==> src/rtl/irq_dispatch_1_16.sv <==
// Sixteen-channel interrupt dispatcher: latches request bits into a pending
// register, serves them one at a time in round-robin order, and raises a
// timeout error when a channel fails to acknowledge in time.
module irq_dispatch_1_16 #(
    parameter int unsigned TIMEOUT_CYCLES = 255
) (
    input  logic        clk,
    input  logic        rst,
    input  logic [31:0] data_rec_in,
    input  logic        data_rec_valid,
    output logic        data_rec_ready,
    input  logic [15:0] ack_in,
    output logic [15:0] req_out,
    output logic [15:0] pending_out,
    output logic        busy,
    output logic        timeout_err,
    output logic [3:0]  err_chan
);

    typedef enum logic [1:0] {StIdle, StScan, StReq, StWaitLow} state_e;

    // Last counter value before the acknowledge window expires.
    localparam logic [15:0] CntLast = 16'(TIMEOUT_CYCLES - 1);

    state_e      state_q, state_d;
    logic [15:0] pending_q, pending_d;
    logic [15:0] req_q, req_d;
    logic [3:0]  rr_ptr_q, rr_ptr_d;
    logic [3:0]  chan_q, chan_d;
    logic [15:0] cnt_q, cnt_d;
    logic [3:0]  err_chan_q, err_chan_d;
    logic        timeout_err_q, timeout_err_d;

    logic [15:0] load_mask;
    logic [15:0] clear_mask;
    logic [3:0]  pick;
    logic [3:0]  pick_idx;
    logic        pick_found;
    logic        ack_cur;

    // Upper request bits carry no channels.
    logic unused_upper;
    assign unused_upper = ^data_rec_in[31:16];

    assign ack_cur = ack_in[chan_q];

    // Round-robin pick: lowest pending index at or above rr_ptr, wrapping 15 -> 0.
    always_comb begin
        pick       = rr_ptr_q;
        pick_idx   = '0;
        pick_found = 1'b0;
        for (int i = 0; i < 16; i++) begin
            pick_idx = rr_ptr_q + 4'(i);
            if (!pick_found && pending_q[pick_idx]) begin
                pick       = pick_idx;
                pick_found = 1'b1;
            end
        end
    end

    // Next-state, request, counter and pending-register logic.
    always_comb begin
        state_d       = state_q;
        chan_d        = chan_q;
        rr_ptr_d      = rr_ptr_q;
        cnt_d         = cnt_q;
        req_d         = req_q;
        err_chan_d    = err_chan_q;
        timeout_err_d = 1'b0;
        clear_mask    = '0;
        load_mask     = data_rec_valid ? data_rec_in[15:0] : 16'h0000;

        case (state_q)
            StIdle: begin
                if (pending_q != 16'h0000) begin
                    state_d = StScan;
                end
            end
            StScan: begin
                if (pick_found) begin
                    chan_d  = pick;
                    req_d   = 16'h0001 << pick;
                    cnt_d   = '0;
                    state_d = StReq;
                end else begin
                    state_d = StIdle;
                end
            end
            StReq: begin
                cnt_d = cnt_q + 16'd1;
                // Acknowledge has priority over a coincident timeout.
                if (ack_cur) begin
                    clear_mask = 16'h0001 << chan_q;
                    req_d      = '0;
                    rr_ptr_d   = chan_q + 4'd1;
                    state_d    = StWaitLow;
                end else if (cnt_q == CntLast) begin
                    timeout_err_d = 1'b1;
                    err_chan_d    = chan_q;
                    clear_mask    = 16'h0001 << chan_q;
                    req_d         = '0;
                    rr_ptr_d      = chan_q + 4'd1;
                    state_d       = StIdle;
                end
            end
            StWaitLow: begin
                if (!ack_cur) begin
                    state_d = StIdle;
                end
            end
            default: state_d = StIdle;
        endcase

        // A load in the same cycle as a clear wins.
        pending_d = (pending_q & ~clear_mask) | load_mask;
    end

    // State registers with synchronous active-low reset.
    always_ff @(posedge clk) begin
        if (!rst) begin
            state_q       <= StIdle;
            pending_q     <= '0;
            req_q         <= '0;
            rr_ptr_q      <= '0;
            chan_q        <= '0;
            cnt_q         <= '0;
            err_chan_q    <= '0;
            timeout_err_q <= 1'b0;
        end else begin
            state_q       <= state_d;
            pending_q     <= pending_d;
            req_q         <= req_d;
            rr_ptr_q      <= rr_ptr_d;
            chan_q        <= chan_d;
            cnt_q         <= cnt_d;
            err_chan_q    <= err_chan_d;
            timeout_err_q <= timeout_err_d;
        end
    end

    assign data_rec_ready = rst;
    assign req_out        = req_q;
    assign pending_out    = pending_q;
    assign busy           = (state_q != StIdle);
    assign timeout_err    = timeout_err_q;
    assign err_chan       = err_chan_q;

endmodule

==> config.mk <==
export PLATFORM = sky130hd
export DESIGN_NAME = irq_dispatch_1_16
export DESIGN_NICKNAME = d
export VERILOG_FILES = /design/src/rtl/irq_dispatch_1_16.sv
export SDC_FILE = /design/constraint.sdc
export NUM_CORES = 1
export LEC_CHECK = 0
export BUFFER_PORTS_ARGS = -buffer_cell sky130_fd_sc_hd__buf_2
export CORE_UTILIZATION = 25
export CTS_CLUSTER_SIZE = 28
export DETAILED_ROUTE_END_ITERATION = 16
export PLACE_DENSITY_LB_ADDON = 0.3
export SLEW_MARGIN = 10
export SYNTH_ARGS = -nofsm -noshare
export SYNTH_HDL_FRONTEND = slang
export SYNTH_SLANG_ARGS = --single-unit
==> constraint.sdc <==
create_clock -name clk -period 9.25 [get_ports clk]
set_input_delay 0.4625 -clock clk [delete_from_list [all_inputs] [get_ports clk]]
set_output_delay 0.4625 -clock clk [all_outputs]
set_load 0.02 [all_outputs]
# Yosys cells after proc, flatten, opt, wreduce, memory -nomap -nowiden
# Index checks and enable logic that the tools add are counted.
dict set report totals {
  reg_bits 63
  inputBits 51
  elab_cells 184
}
dict set report op_classes {
  add_sub_neg 17
  order_cmp 17
  eq_ne 8
  shift 2
  muxes 84
  bitwise 6
  reduce_logical 42
}
# op n
set ops {}
lappend ops {{16-bit 2-to-1 mux} 8}
lappend ops {{4-bit by 5-bit less-than comparator with 1-bit output (second input constant)} 17}
lappend ops {{1-bit binary-select mux with 4-bit select} 17}
lappend ops {{4-bit 2-to-1 mux} 17}
lappend ops {{16-bit one-hot mux with 2 select lines} 2}
lappend ops {{1-bit 2-to-1 mux} 34}
lappend ops {{4-bit adder (second input constant)} 8}
lappend ops {{1-bit by 4-bit << shifter with 16-bit output (first input constant)} 2}
lappend ops {{16-bit by 1-bit adder with 16-bit output (second input constant)} 1}
lappend ops {{4-bit by 3-bit adder with 4-bit output (second input constant)} 4}
lappend ops {{16-bit AND} 1}
lappend ops {{16-bit by 8-bit equality test with 1-bit output (second input constant)} 1}
lappend ops {{16-bit NOT} 1}
lappend ops {{16-bit OR} 1}
lappend ops {{16-bit nonzero test} 1}
lappend ops {{1-bit logical AND} 15}
lappend ops {{1-bit logical NOT} 15}
lappend ops {{2-bit 2-to-1 mux} 5}
lappend ops {{3-bit AND reduction} 3}
lappend ops {{4-bit by 1-bit adder with 4-bit output (second input constant)} 2}
lappend ops {{4-bit by 2-bit adder with 4-bit output (second input constant)} 2}
lappend ops {{2-bit one-hot mux with 4 select lines} 1}
lappend ops {{2-bit inequality test (second input constant)} 3}
lappend ops {{2-bit AND reduction} 3}
lappend ops {{other kinds (7)} 12}

# Logic depth before layout (Yosys ltp)
dict set report logic_depth {
  depth_word 51
  ltp_mapped 19
}

# Least setup slack after synthesis
# No wires, ideal clock.
dict set report synth_path {
  path_type {flip-flop to flip-flop}
  start {reg rr_ptr_q[2]}
  end {reg req_q[0], in the netlist req_out[0]}
  arrival_time_ps 4571
  required_time_ps 9181
  slack_ps 4610
  stages_incl_launch_ff 17
  n_path_buf 4
  path_cell_list {dfxtp_1 clkbuf_1 clkbuf_1 clkbuf_1 inv_1 ha_1 clkbuf_1 mux4_2 mux2i_1 mux2_2 nand4bb_1 or3_1 o32ai_2 a32oi_1 a211oi_2 or3b_4 o21ai_1}
}
dict set report synth_via {
  elab_chain_cells 51
  elab_cells_between_ends 113
  cone_classes {add/sub: 15; eq/ne: 1; shift: 1; mux: 65; reduce/logical: 31}
}
# item line_no
set synth_rtl {}
lappend synth_rtl {{from (decl)} 28} ;# logic [3:0] rr_ptr_q, rr_ptr_d;
lappend synth_rtl {{from (signal assigned)} 133} ;# rr_ptr_q <= rr_ptr_d;
lappend synth_rtl {{parallel branches: the longest is 51 deep, another holds 4-bit by 1-bit adder with 4-bit output} -}
lappend synth_rtl {{to (signal assigned)} 132} ;# req_q <= req_d;
lappend synth_rtl {{to (decl)} 27} ;# logic [15:0] req_q, req_d;
# Several ways; the timed one is not identified. The select of a mux whose other input is x is not followed.
# A chain may end at the register's enable or synchronous reset.

# Final worst setup path
dict set report layout_path {
  start {reg rr_ptr_q[0]}
  end {reg req_q[5], in the netlist req_out[5]}
}
# Same word-level chain as after synthesis.

==> flow_results.xml <==
<?xml version="1.0" encoding="UTF-8"?>
<metrics>
  <group name="sta">
    <metric name="report.final.hold_viol_count" unit="">0</metric>
    <metric name="timing.hold.ws" unit="ns">0.383</metric>
    <metric name="timing.setup.tns" unit="ns">0</metric>
    <metric name="slew_headroom" unit="%">22.6</metric>
    <metric name="rsz0062_at_grt" unit="">false</metric>
    <metric name="min_period_over_period" unit="%">61.3</metric>
    <metric name="maxClockFrequency" unit="MHz">176</metric>
    <metric name="timing_worst_slew_pin_value" unit="ns">1.15</metric>
    <metric name="fin_worst_skew" unit="ns">0.0115</metric>
    <metric name="setup_viol" unit="">0</metric>
    <metric name="period_needed" unit="ns">5.67</metric>
    <metric name="timing.final.max_slew_violations" unit="">0</metric>
  </group>
  <group name="synthesis">
    <metric name="yosys_most_used_dff" unit="">sky130_fd_sc_hd__dfxtp_1</metric>
    <metric name="ys_ff_latch" unit="">63</metric>
    <metric name="synth_edf_count" unit="">0</metric>
    <metric name="syn-cell-area" unit="mm2">0.00527</metric>
    <metric name="synthesis.nets" unit="">679</metric>
    <metric name="post-synth-top-area-fraction" unit="%">23.9</metric>
    <metric name="synth.top_cells.by_area" unit="">sky130_fd_sc_hd__dfxtp_1 24%, sky130_fd_sc_hd__mux4_2 16%, sky130_fd_sc_hd__mux2i_1 5.7%, sky130_fd_sc_hd__nor2_1 5.6%, sky130_fd_sc_hd__nand2_1 4.4%</metric>
    <metric name="netlist_instances" unit="">613</metric>
    <metric name="yosysUniqueCellTypes" unit="">77</metric>
    <metric name="synth-async-reset-ratio" unit="%">0</metric>
    <metric name="syn_area_per_cell" unit="um2">8.60</metric>
    <metric name="synth_seq_area_share" unit="%">23.9</metric>
    <metric name="yosysTopAreaCell" unit="">sky130_fd_sc_hd__dfxtp_1</metric>
    <metric name="ys.warnings.count" unit="">0</metric>
  </group>
  <group name="run">
    <metric name="drv.max_cap_violation_count" unit="">0</metric>
  </group>
  <group name="final_layout">
    <metric name="finalNetCount" unit="">735</metric>
    <metric name="finish.instance_area" unit="mm2">0.00619</metric>
    <metric name="final_common_cell" unit="">sky130_fd_sc_hd__nor2_1</metric>
    <metric name="utilization" unit="%">30.3</metric>
    <metric name="most-common-layout-cells" unit="">79 x sky130_fd_sc_hd__nor2_1, 73 x sky130_fd_sc_hd__buf_2, 62 x sky130_fd_sc_hd__nand2_1, 62 x sky130_fd_sc_hd__dfxtp_1, 37 x sky130_fd_sc_hd__mux4_2</metric>
    <metric name="num_antenna_cells" unit="">0</metric>
    <metric name="layout.filler_cells" unit="">2213</metric>
    <metric name="share_of_post_route_cells_with_drive_strength_above_1" unit="%">25.5</metric>
    <metric name="areaGrowthSynthToFinish" unit="%">17.4</metric>
  </group>
  <group name="pwr">
    <metric name="power_switching_share" unit="%">47.5</metric>
    <metric name="combPwrFrac" unit="%">59.4</metric>
    <metric name="part_of_the_power_in_registers" unit="%">20.0</metric>
    <metric name="cell_internal_pwr" unit="mW">0.966</metric>
    <metric name="peakVddDrop" unit="mV">0.108</metric>
    <metric name="power_density" unit="mW/mm2">297</metric>
    <metric name="sw_power" unit="mW">0.873</metric>
    <metric name="leakagePower" unit="nW">2.30</metric>
    <metric name="clockPowerShare" unit="%">20.6</metric>
  </group>
  <group name="worst_setup_path">
    <metric name="crit_chain" unit="">inv_2 &gt; ha_1 &gt; mux4_2 &gt; mux2_2 &gt; mux2i_1 &gt; and3b_1 &gt; and3_1 &gt; a311oi_2 &gt; nor2_1 &gt; o21a_1 &gt; a22o_1</metric>
    <metric name="critPathSlowestCell" unit="">sky130_fd_sc_hd__ha_1</metric>
    <metric name="worstPathRequired" unit="ns">9.53</metric>
    <metric name="start_kind" unit="">register</metric>
    <metric name="timing.critical_path.fanout_max" unit="">19</metric>
    <metric name="worst_ep_arrival_time" unit="ns">5.95</metric>
    <metric name="cp-end-kind" unit="">register</metric>
    <metric name="critical-path-max-stage-delay" unit="ns">0.87</metric>
    <metric name="crit_path_leading_delay_family" unit="">multiplexers</metric>
    <metric name="critPathKind" unit="">register to register</metric>
    <metric name="path_buf_inv" unit="">1</metric>
  </group>
  <group name="floorplanning">
    <metric name="row_count" unit="">52</metric>
    <metric name="chipHeight" unit="um">147</metric>
    <metric name="fp.dieW" unit="um">147</metric>
    <metric name="top_level_ports" unit="">90</metric>
    <metric name="die_area" unit="mm2">0.0217</metric>
    <metric name="initial_core_util" unit="%">25.8</metric>
    <metric name="core_region_area" unit="mm2">0.0204</metric>
  </group>
  <group name="clock_tree">
    <metric name="clk_pin_slew_worst_setup_hold_paths" unit="ns">0.07</metric>
    <metric name="clock_latency_at_the_later_pin_of_the_worst_skew_pair" unit="ns">0.33</metric>
    <metric name="clkSinkCount" unit="">63</metric>
    <metric name="cts-htree-levels" unit="">3</metric>
    <metric name="cts-root-buf" unit="">sky130_fd_sc_hd__clkbuf_16</metric>
    <metric name="cts_resized" unit="">0</metric>
    <metric name="cts_tree" unit="">built</metric>
    <metric name="cts_post_setup_buffers_inserted" unit="">0</metric>
    <metric name="numCtsBuffers" unit="">9</metric>
    <metric name="hold_buffers" unit="">0</metric>
    <metric name="max-clock-path-buffers" unit="">2</metric>
  </group>
  <group name="global_route">
    <metric name="first_global_vias" unit="">4556</metric>
    <metric name="globalRouteOverflowTotal" unit="">0</metric>
    <metric name="track_usage" unit="%">14.8</metric>
    <metric name="largest_net_degree_at_the_start_of_global_routing" unit="">36</metric>
    <metric name="antenna_found_initial" unit="">0</metric>
    <metric name="grt_first_pass_wirelength" unit="um">25600</metric>
  </group>
  <group name="placement">
    <metric name="dpl.hpwl" unit="um">11400</metric>
    <metric name="placement.cell_area" unit="mm2">0.00586</metric>
    <metric name="routability_cong" unit="">0.870</metric>
    <metric name="portBuffers" unit="">73</metric>
  </group>
  <group name="min_path">
    <metric name="timing.hold.worst.class" unit="">input pin to register</metric>
  </group>
  <group name="detailed_routing">
    <metric name="num_vias" unit="">4907</metric>
    <metric name="vias_per_cell" unit="">5.20</metric>
    <metric name="drcViolationCount" unit="">0</metric>
    <metric name="drt-wirelength-per-cell" unit="um">16.7</metric>
    <metric name="wl" unit="um">15700</metric>
    <metric name="firstDrtPassIters" unit="">5</metric>
    <metric name="ant_nets" unit="">0</metric>
    <metric name="starting_drt_drc_count" unit="">408</metric>
  </group>
  <group name="status">
    <metric name="run_status" unit="">finished clean</metric>
  </group>
</metrics>
## metrics by stage
stage	worst slack, ns	total power, mW	cells
2_1_floorplan	4.61	1.17	613
3_3_place_gp	3.49	1.46	928
3_5_place_dp	3.53	1.46	928
4_1_cts	3.52	1.85	944
5_1_grt	3.01	1.98	944
6_report	3.58	1.84	944
## layer usage
metal,up-vias,global-route usage (%),share of wire [%]
li1,2393,-,-
met1,2357,20.7,46
met2,140,23.6,48
met3,17,2.30,4.9
met4,0,3.76,1.3
met5,-,0,0
## registers in the layout, summed over array words and instances (netlist names)
name         cells
chan_q           4
cnt_q           16
err_chan         4
pending_out     16
req_out         16
rr_ptr_q         4
state_q          2
timeout_err      1
## Yosys cell counts, types with 3 or more instances
cell and instances:
sky130_fd_sc_hd__nor2_1 79, sky130_fd_sc_hd__dfxtp_1 63, sky130_fd_sc_hd__nand2_1 62, sky130_fd_sc_hd__mux4_2 37, sky130_fd_sc_hd__a21oi_1 35, sky130_fd_sc_hd__o21ai_0 31, sky130_fd_sc_hd__mux2i_1 30, sky130_fd_sc_hd__clkbuf_1 21
sky130_fd_sc_hd__inv_1 19, sky130_fd_sc_hd__a22oi_1 17, sky130_fd_sc_hd__mux2_2 16, sky130_fd_sc_hd__ha_1 15, sky130_fd_sc_hd__nor3_1 13, sky130_fd_sc_hd__nor2b_1 12, sky130_fd_sc_hd__and3_1 11, sky130_fd_sc_hd__buf_2 10
sky130_fd_sc_hd__xnor2_1 10, sky130_fd_sc_hd__nand3_1 9, sky130_fd_sc_hd__o21ai_1 8, sky130_fd_sc_hd__nor4_1 7, sky130_fd_sc_hd__a31oi_1 6, sky130_fd_sc_hd__nand2b_1 6, sky130_fd_sc_hd__nand4_1 6, sky130_fd_sc_hd__o22ai_1 5
sky130_fd_sc_hd__or2_2 5, sky130_fd_sc_hd__a211oi_1 4, sky130_fd_sc_hd__xor2_1 4, sky130_fd_sc_hd__and2_1 3, sky130_fd_sc_hd__nor4b_1 3, sky130_fd_sc_hd__o211ai_1 3, sky130_fd_sc_hd__o21a_1 3
## final timing paths
check,to,cells past startpoint,start,slack (ns)
max,req_out[5],11,rr_ptr_q[0],3.58
min,pending_out[5],3,data_rec_in[5],0.38
max reg2reg,req_out[5],11,rr_ptr_q[0],3.58
min reg2reg,req_out[8],2,req_out[8],0.44
## worst register-to-register path: cells and delay by family, from the launching register on
| family | cells | cell delay [ns] |
|---|---|---|
| compound gates | 3 | 1.15 |
| fa+ha+maj | 1 | 0.88 |
| buf+inv | 1 | 0.14 |
| flops | 1 | 0.33 |
| mux | 3 | 1.65 |
| simple gates | 3 | 1.47 |
## area by class of cell
cell class	instances	area, um2	area share (%)
multi-input cells	493	3760	60.8
repair buffers	80	418	6.76
flip-flops and latches	63	1260	20.4
clock buffers	9	225	3.64
inverters	22	83.8	1.36
clock inverters	7	100	1.62
well taps	270	338	5.46
## cell families after synthesis
group | after synthesis | synth area share [%]
AND/OR/NAND/NOR | 233 | 21.5
flip-flops | 63 | 23.9
buffers and inverters | 57 | 4.89
AO/OA/AOI/OAI | 146 | 18.3
XOR/XNOR | 15 | 2.63
multiplexers | 84 | 25.2
adder cells (fa/ha/maj) | 15 | 3.56
## power by group through the flow
stage	clock network (mW)	registers [mW]	logic, mW
floorplan	0	0.361	0.813
global placement	0	0.376	1.09
detailed placement	0	0.375	1.08
CTS	0.387	0.369	1.09
global route	0.399	0.377	1.21
finish	0.378	0.368	1.09
No activity file was read; power rests on OpenSTA's default activity.
